[config.mk]
export PLATFORM = sky130hd
export DESIGN_NAME = multdiv_issue
export DESIGN_NICKNAME = d
export VERILOG_FILES = /design/src/rtl/multdiv_issue.sv
export SDC_FILE = /design/constraint.sdc
export NUM_CORES = 1
export LEC_CHECK = 0
export BUFFER_PORTS_ARGS = -buffer_cell sky130_fd_sc_hd__buf_2
export CORE_AREA = 3 3 118 97
export DETAILED_ROUTE_END_ITERATION = 10
export DIE_AREA = 0 0 121 100
export PLACE_DENSITY_LB_ADDON = 0.15
export SETUP_SLACK_MARGIN = 0.05
export SLEW_MARGIN = 20
export SYNTH_ARGS = -nofsm -noshare
export SYNTH_HDL_FRONTEND = slang
export SYNTH_SLANG_ARGS = --single-unit
export TNS_END_PERCENT = 1
[constraint.sdc]
create_clock -name clock -period 1.8 [get_ports clock]
set_input_delay 0.18 -clock clock [delete_from_list [all_inputs] [get_ports clock]]
set_output_delay 0.18 -clock clock [all_outputs]
set_load 0.05 [all_outputs]
[src/rtl/multdiv_issue.sv]
// Issue controller for the iterative multiply/divide units: latches operands,
// pulses the unit start, stalls until ready or timeout, then emits one writeback.
module multdiv_issue #(
    parameter int TIMEOUT       = 40,
    parameter int MULT_EXC_CODE = 4,
    parameter int DIV_EXC_CODE  = 5
) (
    input  logic        clock,
    input  logic        reset,
    input  logic        issue_valid,
    input  logic        issue_isDiv,
    input  logic [31:0] issue_A,
    input  logic [31:0] issue_B,
    input  logic [4:0]  issue_rd,
    input  logic        flush,
    output logic        ctrl_MULT,
    output logic        ctrl_DIV,
    output logic [31:0] md_operandA,
    output logic [31:0] md_operandB,
    input  logic [31:0] md_result,
    input  logic        md_exception,
    input  logic        md_resultRDY,
    output logic        stall,
    output logic        wb_valid,
    output logic [4:0]  wb_rd,
    output logic [31:0] wb_data
);

    localparam int CW = $clog2(TIMEOUT + 1);
    localparam logic [4:0] EXC_RD = 5'd30;

    typedef enum logic [1:0] {
        IDLE,
        START,
        WAIT,
        DONE
    } state_t;

    state_t        state;
    logic [CW-1:0] count;
    logic          is_div;
    logic [4:0]    rd_q;

    logic          accept;
    logic          timed_out;
    logic [31:0]   exc_code;

    assign accept    = issue_valid & ~flush;
    assign timed_out = (count == CW'(TIMEOUT - 1));
    assign exc_code  = is_div ? 32'(DIV_EXC_CODE) : 32'(MULT_EXC_CODE);

    always_comb begin
        stall = 1'b0;
        unique case (state)
            IDLE:  stall = accept;
            START: stall = 1'b1;
            WAIT:  stall = 1'b1;
            DONE:  stall = 1'b0;
        endcase
    end

    always_ff @(posedge clock or negedge reset) begin
        if (!reset) begin
            state       <= IDLE;
            count       <= '0;
            is_div      <= 1'b0;
            rd_q        <= '0;
            md_operandA <= '0;
            md_operandB <= '0;
            ctrl_MULT   <= 1'b0;
            ctrl_DIV    <= 1'b0;
            wb_valid    <= 1'b0;
            wb_rd       <= '0;
            wb_data     <= '0;
        end else begin
            ctrl_MULT <= 1'b0;
            ctrl_DIV  <= 1'b0;
            wb_valid  <= 1'b0;
            unique case (state)
                IDLE: begin
                    if (accept) begin
                        md_operandA <= issue_A;
                        md_operandB <= issue_B;
                        rd_q        <= issue_rd;
                        is_div      <= issue_isDiv;
                        ctrl_DIV    <= issue_isDiv;
                        ctrl_MULT   <= ~issue_isDiv;
                        state       <= START;
                    end
                end
                START: begin
                    // ready here may be left over from the previous op
                    count <= '0;
                    state <= flush ? IDLE : WAIT;
                end
                WAIT: begin
                    if (flush) begin
                        state <= IDLE;
                    end else if (md_resultRDY) begin
                        wb_valid <= 1'b1;
                        wb_rd    <= md_exception ? EXC_RD : rd_q;
                        wb_data  <= md_exception ? exc_code : md_result;
                        state    <= DONE;
                    end else if (timed_out) begin
                        wb_valid <= 1'b1;
                        wb_rd    <= EXC_RD;
                        wb_data  <= exc_code;
                        state    <= DONE;
                    end else begin
                        count <= count + CW'(1);
                    end
                end
                DONE: begin
                    state <= IDLE;
                end
            endcase
        end
    end

endmodule

==> metrics.md <==
| Metric | Value |
|---|---|
| Arr. time, crit path | `1.99 ns` |
| Worst slew pin tran | `0.3882 ns` |
| Commonest non-fill, non-tap cells in the layout | `buf_2, dfrtp_1, mux2_2` |
| Global Route Usage Sum | `20.41%` |
| Ports | `213` |
| Die extent in y | `100 um` |
| Number of DRC markers in iteration 0 | `199` |
| Top cell type by total area after synthesis | `dfrtp_1` |
| Share of cells above drive strength 1 | `56.41%` |
| Main area contributors after synthesis | `dfrtp_1, mux2_2, a22o_1` |
| Yosys cell types | `41` |
| Met3 layer usage reported by global route | `8.676%` |
| Max cap viols | `0` |
| # placed instances | `649` |
| Post-Synth Adder-Cell Area | `1.081%` |
| RSZ-0062 raised after global routing | `true` |
| Largest net degree at the start of global routing | `72` |
| Yosys synthesis warning count | `0` |
| Reg-to-reg startpoint | `state[1]` |
| DP Wirelength | `8255 um` |
| CTS H-tree depth | `4` |
| Ys async rst share | `100.0%` |
| Cell row count | `33` |
| EDFF count, synth | `0` |
| Crit path kind | `flip-flop to flip-flop` |
| Final Hold Viols | `0` |
| Critical path endpoint category | `flip-flop` |
| CTS Buffer Depth | `2` |
| Post-synth top flop | `dfrtp_1` |
| Routed length per instance | `16.22 um` |
| Syn Nets | `412` |
| DR vias/cell | `4.891` |
| Worst skew pair latency | `0.40 ns` |
| Post-layout util | `69.89%` |
| Main combinational cell family by area after synthesis | `multiplexers` |
| Compound-Gate Fraction of Synth Area | `9.730%` |
| Placed Area | `5921 um2` |
| Final cycle utilization of the critical path | `95.31%` |
| Post-route cell area | `7186 um2` |
| Tmin final | `1.716 ns` |
| Critical path fanouts, max | `21` |
| CTS buffer count | `17` |
| Commonest non-fill, non-tap cell in the layout | `buf_2` |
| VDD IR max | `1221 uV` |
| Flop2flop setup slack | `0.08 ns` |
| Routed WL | `12150 um` |
| Critical Path RT | `2.07 ns` |
| CTS tree | `done` |
| Area Overhead vs Synth | `55.22%` |
| Multiplexer share of the synthesized area | `17.00%` |
| Routing usage on met1 | `24.16%` |
| Overall Power | `15.22 mW` |
| Final ANT Viol Nets | `0` |
| Hold_sp | `md_result[11]` |
| Seq cells post-synth | `118` |
| Vias post-DR | `3663` |
| Starting density of the core | `45.03%` |
| Final Max Slew Viols | `0` |
| Mean Syn Cell Area | `15.43 um2` |
| Crit start category | `flip-flop` |
| Post-Syn Area | `4629 um2` |
| Core area | `10280 um2` |
| First-pass GRT wire length | `19270 um` |
| Clock Skew | `0.007286 ns` |
| Clock sink count | `118` |
| Root Driver | `clkbuf_16` |
| Synthesized-area fraction occupied by and/or/nand/nor cells | `4.108%` |
| Clk pin slew, worst setup/hold paths | `0.05 ns` |
| Crit path launch | `state[1]` |
| Synth Area in XOR/XNOR | `0.3784%` |
| Final setup viols | `0` |
| Final std cells w/o fill | `749` |
| Rel. slew slack | `74.12%` |
| Hold WS | `0.01897 ns` |
| Initial antenna violation count | `0` |
| Yosys top cell area share | `63.78%` |
| Vias in the first global route | `3822` |
| Drt pass-1 iters | `6` |
| GP Congestion | `0.7624` |
| Leak | `3.632 nW` |
| GR Overflow Total | `0` |
| Cells after Synth | `300` |
| # port buffers | `212` |
| Hold WC Path Type | `input pin to flip-flop` |
| Status | `finished clean` |
| Peak Freq | `582.9 MHz` |
| Pwr Density | `2117 nW/um2` |
| Nets | `707` |
| GRT met2 Usage | `33.86%` |
| GR peak layer | `met2` |
| DRC violations left | `0` |
| Seq/Total Area, Yosys | `63.78%` |
| Full die area | `12100 um2` |
| Die width | `121 um` |
-- repair_timing --
item / 4_1_cts / 5_1_grt
pin swaps: 1 / 2
endpoints found under the setup margin: 1 / 29
buffers inserted: 6 / 2
endpoints found under the hold margin: 166 / 10
resized for setup: 7 / 2
gates cloned: 0 / 0
hold buffers: 49 / 10
-- report_power, final --
group          switching, mW  total [mW]  internal (mW)  leakage, nW
clock                   1.11        3.24           2.13        0.283
combinational           5.29        7.53           2.24         1.89
sequential             0.604        4.44           3.84         1.46
total                   7.00        15.2           8.21         3.63
-- layer usage --
layer  wire (um)  share of wire (%)
met5           0                  0
met4         227                1.9
met3         996                8.2
met2        6113                 50
met1        4813                 40
-- worst paths after layout --
path	endpoint	cells past startpoint
worst max-delay path	md_operandB[21]	7
worst min-delay path	wb_data[11]	2
min in group asynchronous	md_operandB[18]	2
worst max register to register	md_operandB[21]	7
worst min register to register	wb_rd[2]	1
max in group asynchronous	state[0]	3
-- layout make-up --
class | instances | area (um2)
Timing Repair Buffer | 293 | 1929
Multi-Input combinational cell | 159 | 1525
Fill cell | 743 | 3095
Antenna cell | 1 | 2.502
Clock inverter | 9 | 100.1
Sequential cell | 118 | 2953
Inverter | 6 | 22.52
Clock buffer | 23 | 478.0
Tap cell | 140 | 175.2
-- state kept, by name (all words and copies together) (netlist names) --
signal	flops
count	6
ctrl_DIV	1
ctrl_MULT	1
is_div	1
md_operandA	32
md_operandB	32
rd_q	5
state	2
wb_data	32
wb_rd	5
wb_valid	1
-- critical path, stage by stage (launching register included) --
cell	delay, ns
dfrtp_1	0.36
inv_2	0.06
ha_4	0.17
nand3b_1	0.13
buf_12	0.12
buf_4	0.19
buf_12	0.18
mux2_2	0.36
-- through the flow --
step / setup TNS (ns) / setup slack (ns)
global placement: 0 / 0.1666
finish: 0 / 0.08443
detailed placement: 0 / 0.08815
global route: -0.007642 / -0.007642
floorplan: 0 / 0.09738
CTS: 0 / 0.06030
-- Yosys cell counts (2+ instances only) --
library cell  count
o22a_1            6
and3_1            2
a21o_1            3
nand2b_1          3
buf_2             4
buf_4             2
nor3_1            2
a22o_1           32
nand4_1           3
o2bb2ai_1         2
nor2_1            5
nand2_1           5
buf_6            11
mux2_2           69
inv_1             5
dfrtp_1         118
ha_1              4
-- cells by family (layout without fill, tap and decap cells) --
| kind of cell | after synthesis | in the layout |
|---|---|---|
| DFF | 118 | 118 |
| muxes | 70 | 70 |
| AOI/OAI and AO/OA | 52 | 52 |
| and+or+nand+nor | 31 | 31 |
| buffers and inverters | 23 | 331 |
| adders and majority gates | 4 | 4 |
| xor gates and xnor gates | 2 | 2 |
| other | 0 | 1 |
No activity file was read; power rests on OpenSTA's default activity.
